--- config.mk ---
export PLATFORM = sky130hd
export DESIGN_NAME = nibble_pack_ctrl_flat
export DESIGN_NICKNAME = d
export VERILOG_FILES = /design/src/rtl/nibble_pack_if.sv /design/src/rtl/nibble_pack_ctrl.sv /design/src/flat_wrapper.sv
export SDC_FILE = /design/constraint.sdc
export NUM_CORES = 1
export LEC_CHECK = 0
export CAP_MARGIN = 10
export CORE_MARGIN = 5
export CORE_UTILIZATION = 48
export DETAILED_ROUTE_END_ITERATION = 6
export GPL_TIMING_DRIVEN = 0
export PLACE_DENSITY = 0.82
export RECOVER_POWER = 25
export SLEW_MARGIN = 20
export SYNTH_ARGS = -nofsm -noshare
export SYNTH_HDL_FRONTEND = slang
export SYNTH_SLANG_ARGS = --single-unit
--- constraint.sdc ---
create_clock -name clk -period 3.23 [get_ports clk]
set_input_delay 0.323 -clock clk [delete_from_list [all_inputs] [get_ports clk]]
set_output_delay 0.323 -clock clk [all_outputs]
set_load 0.02 [all_outputs]
--- src/rtl/nibble_pack_if.sv ---
// nibble_pack_if -- handshake bundle for nibble_pack_ctrl.
//   W          : nibble width; out_data is 2*W wide.
//   a_*        : low-half nibble producer (valid/data in, ready out of the packer).
//   b_*        : high-half nibble producer (valid/data in, ready out of the packer).
//   out_*      : packed word consumer (valid/data out of the packer, ready in).
//   master     : producers/consumer side (testbench or surrounding logic).
//   slave      : the packer itself.
interface nibble_pack_if #(
  parameter int W = 4
);
  logic           a_valid;
  logic [W-1:0]   a_data;
  logic           a_ready;
  logic           b_valid;
  logic [W-1:0]   b_data;
  logic           b_ready;
  logic           out_valid;
  logic [2*W-1:0] out_data;
  logic           out_ready;

  modport master (
    output a_valid, a_data, b_valid, b_data, out_ready,
    input  a_ready, b_ready, out_valid, out_data
  );

  modport slave (
    input  a_valid, a_data, b_valid, b_data, out_ready,
    output a_ready, b_ready, out_valid, out_data
  );
endinterface

--- src/rtl/nibble_pack_ctrl.sv ---
// nibble_pack_ctrl -- collects one nibble from each of two requesters and
// emits the packed word {b_nibble, a_nibble} on a valid/ready output.
//   clk        : single clock, all state on the rising edge.
//   rst_n      : asynchronous active-low reset.
//   flush      : synchronous discard of partially collected nibbles; the
//                output register is left untouched.
//   bus        : nibble_pack_if.slave (a_*, b_*, out_* handshakes).
//   busy       : any nibble held or a word waiting on the output.
//   word_count : (only with NIBBLE_PACK_CNT_EN defined) 16-bit wrapping count
//                of output handshakes.
// Optional feature macro: NIBBLE_PACK_CNT_EN.
module nibble_pack_ctrl #(
  parameter int W = 4
) (
  input  logic           clk,
  input  logic           rst_n,
  input  logic           flush,
  nibble_pack_if.slave   bus,
  output logic           busy
`ifdef NIBBLE_PACK_CNT_EN
  ,
  output logic [15:0]    word_count
`endif
);

  // State is {a_have, b_have}; it is not stored separately.
  localparam logic [1:0] EMPTY  = 2'b00;
  localparam logic [1:0] HAVE_A = 2'b10;
  localparam logic [1:0] HAVE_B = 2'b01;
  localparam logic [1:0] BOTH   = 2'b11;

  logic [W-1:0]   a_hold;
  logic [W-1:0]   b_hold;
  logic           a_have;
  logic           b_have;
  logic           out_valid;
  logic [2*W-1:0] out_data;
  logic [1:0]     state;
  logic           pack_fire;
  logic           a_fire;
  logic           b_fire;
  logic           out_fire;
  logic           a_held;
  logic           b_held;

  assign state  = {a_have, b_have};
  assign a_held = (state == HAVE_A) || (state == BOTH);
  assign b_held = (state == HAVE_B) || (state == BOTH);

  // A pack may happen when both halves are present and the output slot is
  // free or being emptied this cycle; flush suppresses it.
  assign pack_fire = (state == BOTH) && (!out_valid || bus.out_ready) && !flush;

  // A held side can take a new nibble in the same cycle its old one is packed,
  // which is what makes one word per cycle possible.
  assign bus.a_ready = !flush && (!a_held || pack_fire);
  assign bus.b_ready = !flush && (!b_held || pack_fire);

  assign a_fire   = bus.a_valid && bus.a_ready;
  assign b_fire   = bus.b_valid && bus.b_ready;
  assign out_fire = out_valid && bus.out_ready;

  assign bus.out_valid = out_valid;
  assign bus.out_data  = out_data;
  assign busy          = (state != EMPTY) || out_valid;

  // ---- input hold stage ----
  always_ff @(posedge clk or negedge rst_n) begin
    if (!rst_n) begin
      a_have <= 1'b0;
      b_have <= 1'b0;
      a_hold <= '0;
      b_hold <= '0;
    end else if (flush) begin
      a_have <= 1'b0;
      b_have <= 1'b0;
    end else begin
      if (a_fire) begin
        a_hold <= bus.a_data;
        a_have <= 1'b1;
      end else if (pack_fire) begin
        a_have <= 1'b0;
      end
      if (b_fire) begin
        b_hold <= bus.b_data;
        b_have <= 1'b1;
      end else if (pack_fire) begin
        b_have <= 1'b0;
      end
    end
  end

  // ---- output word stage ----
  always_ff @(posedge clk or negedge rst_n) begin
    if (!rst_n) begin
      out_valid <= 1'b0;
      out_data  <= '0;
    end else if (pack_fire) begin
      out_valid <= 1'b1;
      out_data  <= {b_hold, a_hold};
    end else if (out_fire) begin
      out_valid <= 1'b0;
    end
  end

`ifdef NIBBLE_PACK_CNT_EN
  always_ff @(posedge clk or negedge rst_n) begin
    if (!rst_n) begin
      word_count <= 16'h0000;
    end else if (out_fire) begin
      word_count <= word_count + 16'h0001;
    end
  end
`endif

endmodule

--- src/flat_wrapper.sv ---
// flat-port wrapper written by rule: the top's interface ports become plain ports
module nibble_pack_ctrl_flat 
#(
  parameter int W = 4
)
  (clk, rst_n, flush, busy, bus_a_valid, bus_a_data, bus_b_valid, bus_b_data, bus_out_ready, bus_a_ready, bus_b_ready, bus_out_valid, bus_out_data);
  nibble_pack_if #(.W(W)) bus_i ();
  input  logic clk;
  input  logic rst_n;
  input  logic flush;
  output logic busy;
  input wire logic [$bits(bus_i.a_valid)-1:0] bus_a_valid;
  input wire logic [$bits(bus_i.a_data)-1:0] bus_a_data;
  input wire logic [$bits(bus_i.b_valid)-1:0] bus_b_valid;
  input wire logic [$bits(bus_i.b_data)-1:0] bus_b_data;
  input wire logic [$bits(bus_i.out_ready)-1:0] bus_out_ready;
  output wire logic [$bits(bus_i.a_ready)-1:0] bus_a_ready;
  output wire logic [$bits(bus_i.b_ready)-1:0] bus_b_ready;
  output wire logic [$bits(bus_i.out_valid)-1:0] bus_out_valid;
  output wire logic [$bits(bus_i.out_data)-1:0] bus_out_data;
  assign bus_i.a_valid = bus_a_valid;
  assign bus_i.a_data = bus_a_data;
  assign bus_i.b_valid = bus_b_valid;
  assign bus_i.b_data = bus_b_data;
  assign bus_i.out_ready = bus_out_ready;
  assign bus_a_ready = bus_i.a_ready;
  assign bus_b_ready = bus_i.b_ready;
  assign bus_out_valid = bus_i.out_valid;
  assign bus_out_data = bus_i.out_data;
  nibble_pack_ctrl #(.W(W)) u_core (.clk(clk), .rst_n(rst_n), .flush(flush), .bus(bus_i), .busy(busy));
endmodule
=== Word-level counts from Yosys, hierarchy flattened ===
Index checks and enable logic that the tools add are counted.

* Register bits: 19
* Output and inout port bits: 12
* Word-level logic and storage cells: 40

* Eq/ne operators: 3
* Mux-type cells: 7
* Bitwise logic cells: 1
* Reductions and logical operators: 23

{| class="wikitable"
|+ Operators with widths
! operator !! number
|-
| logical AND 1 bit || 7
|-
| 2-to-1 mux 1 bit || 7
|-
| logical OR 1 bit || 6
|-
| nonzero test 3 bit || 2
|-
| == test 2 bit (second input constant) || 2
|-
| zero test 1 bit || 4
|-
| AND reduction 2 bit || 2
|-
| nonzero test 2 bit || 2
|-
| == test 2 x 1 -> 1 bit (second input constant) || 1
|-
| NOT 1 bit || 1
|}

=== Depth between registers and ports, before layout ===
* Depth in word-level cells: 9
* Mapped depth: 4

=== Least setup slack after synthesis ===
Ideal clock, no wire load.

* Path kind: flip-flop to output port
* From: reg u_core.out_valid (netlist: u_core.bus.out_valid)
* To: out bus_a_ready
* Data arrival time: 1.056 ns
* Required time: 2.907 ns
* Path slack: 1.851 ns
* Stages on the path, launching flop included: 4
* Path buffers: 0
* Path through: dfrtp_1 nand2b_4 nand2b_4 a21oi_1

* Longest elaborated chain between the ends: 6

{| class="wikitable"
|+ RTL lines
! what !! RTL line !! text
|-
| from (decl) || nibble_pack_ctrl.sv:36 || <nowiki>logic out_valid;</nowiki>
|-
| from (signal assigned) || nibble_pack_ctrl.sv:96 || <nowiki>out_valid <= 1'b0;</nowiki>
|-
| from (signal assigned) || nibble_pack_ctrl.sv:99 || <nowiki>out_valid <= 1'b1;</nowiki>
|-
| from (signal assigned) || nibble_pack_ctrl.sv:102 || <nowiki>out_valid <= 1'b0;</nowiki>
|-
| zero test 1 bit || nibble_pack_ctrl.sv:52 || <nowiki>assign pack_fire = (state == BOTH) && (!out_valid || bus.out_ready) && !flush;</nowiki>
|-
| logical OR 1 bit || nibble_pack_ctrl.sv:52 ||
|-
| logical AND 1 bit (2 in a row) || nibble_pack_ctrl.sv:52 ||
|-
| logical OR 1 bit || nibble_pack_ctrl.sv:56 || <nowiki>assign bus.a_ready = !flush && (!a_held || pack_fire);</nowiki>
|-
| logical AND 1 bit || nibble_pack_ctrl.sv:56 ||
|-
| to (decl) || flat_wrapper.sv:17 || <nowiki>output wire logic [$bits(bus_i.a_ready)-1:0] bus_a_ready;</nowiki>
|}

Every way passes these cells.

=== Final worst setup path ===
* From: in flush
* To: out bus_b_ready

* Longest elaborated chain between the ends: 4

{| class="wikitable"
|+ RTL lines
! what !! RTL line !! text
|-
| from (decl) || flat_wrapper.sv:10 || <nowiki>input logic flush;</nowiki>
|-
| zero test 1 bit (*) || nibble_pack_ctrl.sv:52, nibble_pack_ctrl.sv:57 ||
|-
| logical AND 1 bit || nibble_pack_ctrl.sv:52 ||
|-
| logical OR 1 bit || nibble_pack_ctrl.sv:57 || <nowiki>assign bus.b_ready = !flush && (!b_held || pack_fire);</nowiki>
|-
| logical AND 1 bit (*) || nibble_pack_ctrl.sv:57 ||
|-
| to (decl) || flat_wrapper.sv:18 || <nowiki>output wire logic [$bits(bus_i.b_ready)-1:0] bus_b_ready;</nowiki>
|}

Every way passes the cells marked *; elsewhere a longest branch is shown, timed or not.

==> impl_results.html <==
<table>
<tr><th>Metric</th><th>Value</th></tr>
<tr><th colspan="2">Route</th></tr>
<tr><td>Starting DRC count in detailed routing</td><td>2</td></tr>
<tr><td>Via-per-instance ratio</td><td>about 4.9</td></tr>
<tr><td>Post-route DRC violation count</td><td>0</td></tr>
<tr><td>Final antenna-violating net count</td><td>0</td></tr>
<tr><td>Final wirelength</td><td>about 1500 um</td></tr>
<tr><td>Number of detailed-route iterations in the first pass</td><td>3</td></tr>
<tr><td>Via Count</td><td>about 530</td></tr>
<tr><td>Routed len/inst</td><td>13.64 um</td></tr>
<tr><th colspan="2">Clock tree</th></tr>
<tr><td>Later-pin clock latency in the skew report</td><td>0.28 ns</td></tr>
<tr><td>Maximum buffer depth of the clock tree</td><td>2</td></tr>
<tr><td>Sinks on Clock Net</td><td>19</td></tr>
<tr><td>Reg clk slew, reported paths</td><td>about 0.090 ns</td></tr>
<tr><td>Clock root cell</td><td>sky130_fd_sc_hd__clkbuf_4</td></tr>
<tr><td>Number of buffers inserted by post-CTS setup repair</td><td>0</td></tr>
<tr><td>Total CTS buffers</td><td>3</td></tr>
<tr><td>Clock tree from TritonCTS</td><td>done</td></tr>
<tr><td>Number of buffers inserted for hold repair after clock tree synthesis</td><td>0</td></tr>
<tr><td>Number of gates given a new drive strength after cts</td><td>0</td></tr>
<tr><td>Total number of H-tree levels</td><td>1</td></tr>
<tr><th colspan="2">Layout</th></tr>
<tr><td>Number of nets at the end of the flow</td><td>between 90 and 100</td></tr>
<tr><td>Number of fill cells</td><td>122</td></tr>
<tr><td>Cell Count, Final, Fillers Out</td><td>109</td></tr>
<tr><td>Most common cell after layout, fill and taps aside</td><td>sky130_fd_sc_hd__clkdlybuf4s50_1</td></tr>
<tr><td>Antenna diode instance count</td><td>0</td></tr>
<tr><td>Share of post-route cells with drive strength above 1</td><td>between 20 and 30%</td></tr>
<tr><td>Post-synthesis to final-layout area growth</td><td>36.18%</td></tr>
<tr><td>Commonest cells after routing, fill and taps aside</td><td>sky130_fd_sc_hd__clkdlybuf4s50_1, sky130_fd_sc_hd__dfrtp_1, sky130_fd_sc_hd__mux2_4, sky130_fd_sc_hd__mux2_2</td></tr>
<tr><td>Area of all placed cells without fillers</td><td>1159 um^2</td></tr>
<tr><th colspan="2">Synthesis</th></tr>
<tr><td>Combinational family with the most area after synthesis</td><td>multiplexers</td></tr>
<tr><td>Compound-Gate Fraction of Synth Area</td><td>under 10%</td></tr>
<tr><td>Share of synthesized cell area in and, or, nand and nor gates</td><td>about 8.4%</td></tr>
<tr><td>Post-Syn Area</td><td>~850 um^2</td></tr>
<tr><td>Number of nets produced by synthesis</td><td>69</td></tr>
<tr><td>Distinct cells, synth</td><td>16</td></tr>
<tr><td>Proportion of synthesized area in mux cells</td><td>25.59%</td></tr>
<tr><td>Synth Area in Adders</td><td>0%</td></tr>
<tr><td>Sequential area share after synthesis</td><td>between 50% and 60%</td></tr>
<tr><td>FF+latch count, synth</td><td>19</td></tr>
<tr><td>Synth Instances</td><td>between 50 and 60</td></tr>
<tr><td>Mean cell area of the mapped netlist</td><td>around 15 um^2</td></tr>
<tr><td>Xor and xnor area share after synthesis</td><td>0%</td></tr>
<tr><td>Synthesis Warnings</td><td>0</td></tr>
<tr><th colspan="2">Place</th></tr>
<tr><td>Count of placed standard cells including taps</td><td>around 110</td></tr>
<tr><td>Cell area after placement</td><td>roughly 1100 um^2</td></tr>
<tr><td>Count of port buffers added during placement</td><td>25</td></tr>
<tr><td>Final RePlAce weighted congestion</td><td>roughly 0.79</td></tr>
<tr><td>Place WS</td><td>between 0.9 and 1 ns</td></tr>
<tr><td>HPWL after DPL</td><td>1105 um</td></tr>
<tr><th colspan="2">STA</th></tr>
<tr><td>Transition time at the pin with the least slew margin</td><td>between 0.8 and 0.9 ns</td></tr>
<tr><td>Crit path time final</td><td>roughly 2.4 ns</td></tr>
<tr><td>Hold Fails Final Rpt</td><td>0</td></tr>
<tr><td>Max_slew headroom</td><td>between 40% and 50%</td></tr>
<tr><td>Max-slew violation total from the final report</td><td>0</td></tr>
<tr><td>Worst Skew</td><td>around 0.0044 ns</td></tr>
<tr><td>Setup-failing EPs final</td><td>0</td></tr>
<tr><td>Setup repair after global routing missed its margin</td><td>false</td></tr>
<tr><td>Worst Hold Slack</td><td>0.5165 ns</td></tr>
<tr><td>Period Utilization, post-route</td><td>roughly three quarters</td></tr>
<tr><td>Accumulated negative setup slack</td><td>0 ns</td></tr>
<tr><td>Final setup slack of the worst path</td><td>about 0.82 ns</td></tr>
<tr><td>Fmax achieved</td><td>414.4 MHz</td></tr>
<tr><th colspan="2">Worst setup path</th></tr>
<tr><td>CP endpoint kind</td><td>output port</td></tr>
<tr><td>Register-to-Register Path Depth</td><td>4</td></tr>
<tr><td>Required time at the endpoint of the critical path</td><td>around 2.9 ns</td></tr>
<tr><td>Crit Path Category</td><td>in2out</td></tr>
<tr><td>Arrival time at the worst endpoint</td><td>2.09 ns</td></tr>
<tr><td>Startpoint types</td><td>primary input</td></tr>
<tr><td>R2R Setup Slk</td><td>1.88 ns</td></tr>
<tr><td>Maximum net fanout on the critical path</td><td>5</td></tr>
<tr><th colspan="2">Global route</th></tr>
<tr><td>Total global routing track utilization</td><td>a little over an eighth</td></tr>
<tr><td>Antenna violations before repair</td><td>0</td></tr>
<tr><td>Total congestion overflow after global routing</td><td>0</td></tr>
<tr><td>Largest net degree at the start of global routing</td><td>20</td></tr>
<tr><td>First-pass GRT wire length</td><td>2573 um</td></tr>
<tr><td>Number of global-route vias before repair</td><td>roughly 590</td></tr>
<tr><th colspan="2">Status</th></tr>
<tr><td>Outcome</td><td>complete, no violations</td></tr>
<tr><th colspan="2">Power and ir drop</th></tr>
<tr><td>Max VDD drop</td><td>~0.40 mV</td></tr>
<tr><td>Sequential Power Share</td><td>between 40% and 50%</td></tr>
<tr><td>Cell-internal power</td><td>roughly 0.54 mW</td></tr>
<tr><td>Clock Power Share</td><td>roughly 15%</td></tr>
<tr><td>Comb power frac</td><td>around 40%</td></tr>
<tr><td>Power density over cell area</td><td>666.3 nW/um^2</td></tr>
<tr><td>Switch share</td><td>around 30%</td></tr>
<tr><td>Switch Pwr</td><td>between 0.2 and 0.25 mW</td></tr>
<tr><td>Reported leakage power</td><td>~0.52 nW</td></tr>
<tr><th colspan="2">Floorplan</th></tr>
<tr><td>IO Count</td><td>26</td></tr>
<tr><td>Initial core utilization</td><td>approximately 50%</td></tr>
<tr><td>Area of the die</td><td>2714 um^2</td></tr>
<tr><td>Die X</td><td>between 50 and 60 um</td></tr>
<tr><td>Row count</td><td>15</td></tr>
<tr><td>Die H</td><td>between 50 and 60 um</td></tr>
<tr><td>Core area</td><td>between 1500 and 2000 um^2</td></tr>
<tr><th colspan="2">Flow run</th></tr>
<tr><td>Number of maximum-capacitance constraint violations</td><td>0</td></tr>
<tr><th colspan="2">Hold path</th></tr>
<tr><td>Cells on Worst Hold Path</td><td>1</td></tr>
<tr><td>Hold/Removal Path Class</td><td>reg2reg</td></tr>
</table>
==> worst max-delay path, cell delays in order <==
cell	delay, ns
sky130_fd_sc_hd__dlygate4sd3_1	0.62
sky130_fd_sc_hd__nand3b_1	0.22
sky130_fd_sc_hd__nand2b_4	0.18
sky130_fd_sc_hd__a21oi_1	0.13
sky130_fd_sc_hd__clkdlybuf4s50_1	0.61
==> cells in the mapped netlist (all sizes together) <==
cell / instances / share of area (%)
a21oi: 2 / 1.2
buf: 1 / 0.88
dfrtp: 19 / 56
inv: 3 / 1.3
mux2: 16 / 26
nand2: 3 / 1.3
nand2b: 4 / 4.7
nand3b: 1 / 0.88
nor2b: 1 / 0.74
o2111ai: 2 / 4.9
o2bb2ai: 1 / 1.0
o31ai: 1 / 0.88
or3: 1 / 0.74
==> state kept, by name, indices dropped and copies added, names as in the netlist <==
register / count
u_core.bus.out_data: 8
u_core.a_hold: 4
u_core.b_hold: 4
u_core.a_have: 1
u_core.b_have: 1
u_core.bus.out_valid: 1
==> metal layers <==
layer,wire (um),GRT usage [%],up-vias
met4,27,9.170,0
met5,0,0,-
met3,42,1.719,2
met1,624,14.81,266
li1,-,-,252
met2,792,22.18,12
==> power by group through the flow <==
| stage | logic, mW | clock network, mW | registers, mW |
|---|---|---|---|
| after floorplan | 0.114 | 0 | 0.409 |
| after global placement | 0.309 | 0 | 0.352 |
| after detailed placement | 0.313 | 0 | 0.354 |
| after CTS | 0.314 | 0.121 | 0.351 |
| after global routing | 0.328 | 0.132 | 0.360 |
| final | 0.309 | 0.113 | 0.349 |
==> final timing paths <==
kind / startpoint / endpoint
setup / recovery: flush / bus_b_ready
hold / removal: u_core.a_hold[3] / u_core.bus.out_data[3]
setup reg to reg: u_core.a_have / u_core.bus.out_data[0]
hold reg to reg: u_core.a_hold[3] / u_core.bus.out_data[3]
max in group asynchronous: rst_n / u_core.bus.out_data[1]
min in group asynchronous: rst_n / u_core.b_hold[3]
==> final cells by class <==
class / count / area, um^2 / area share [%]
buffer: 1 / 7.507 / 0.6479
clock buffer: 4 / 26.28 / 2.268
inverter: 3 / 11.26 / 0.9719
multi-input combinational: 32 / 356.6 / 30.78
sequential: 19 / 475.5 / 41.04
tap: 25 / 31.28 / 2.700
timing repair buffer: 25 / 250.2 / 21.60
==> cell families (layout without fill, tap and decap cells) <==
family,after synthesis,in the layout
DFF,19,19
muxes,16,16
and+or+nand+nor,10,10
AOI/OAI and AO/OA,6,6
buffers and inverters,4,33
==> per-stage QoR <==
step	utilization, %	power (mW)
finish	67.84	0.7720
CTS	67.84	0.7856
global route	67.84	0.8196
global placement	66.30	0.6610
floorplan	-	0.5231
detailed placement	66.30	0.6671
(Power assumes the default switching activity.)
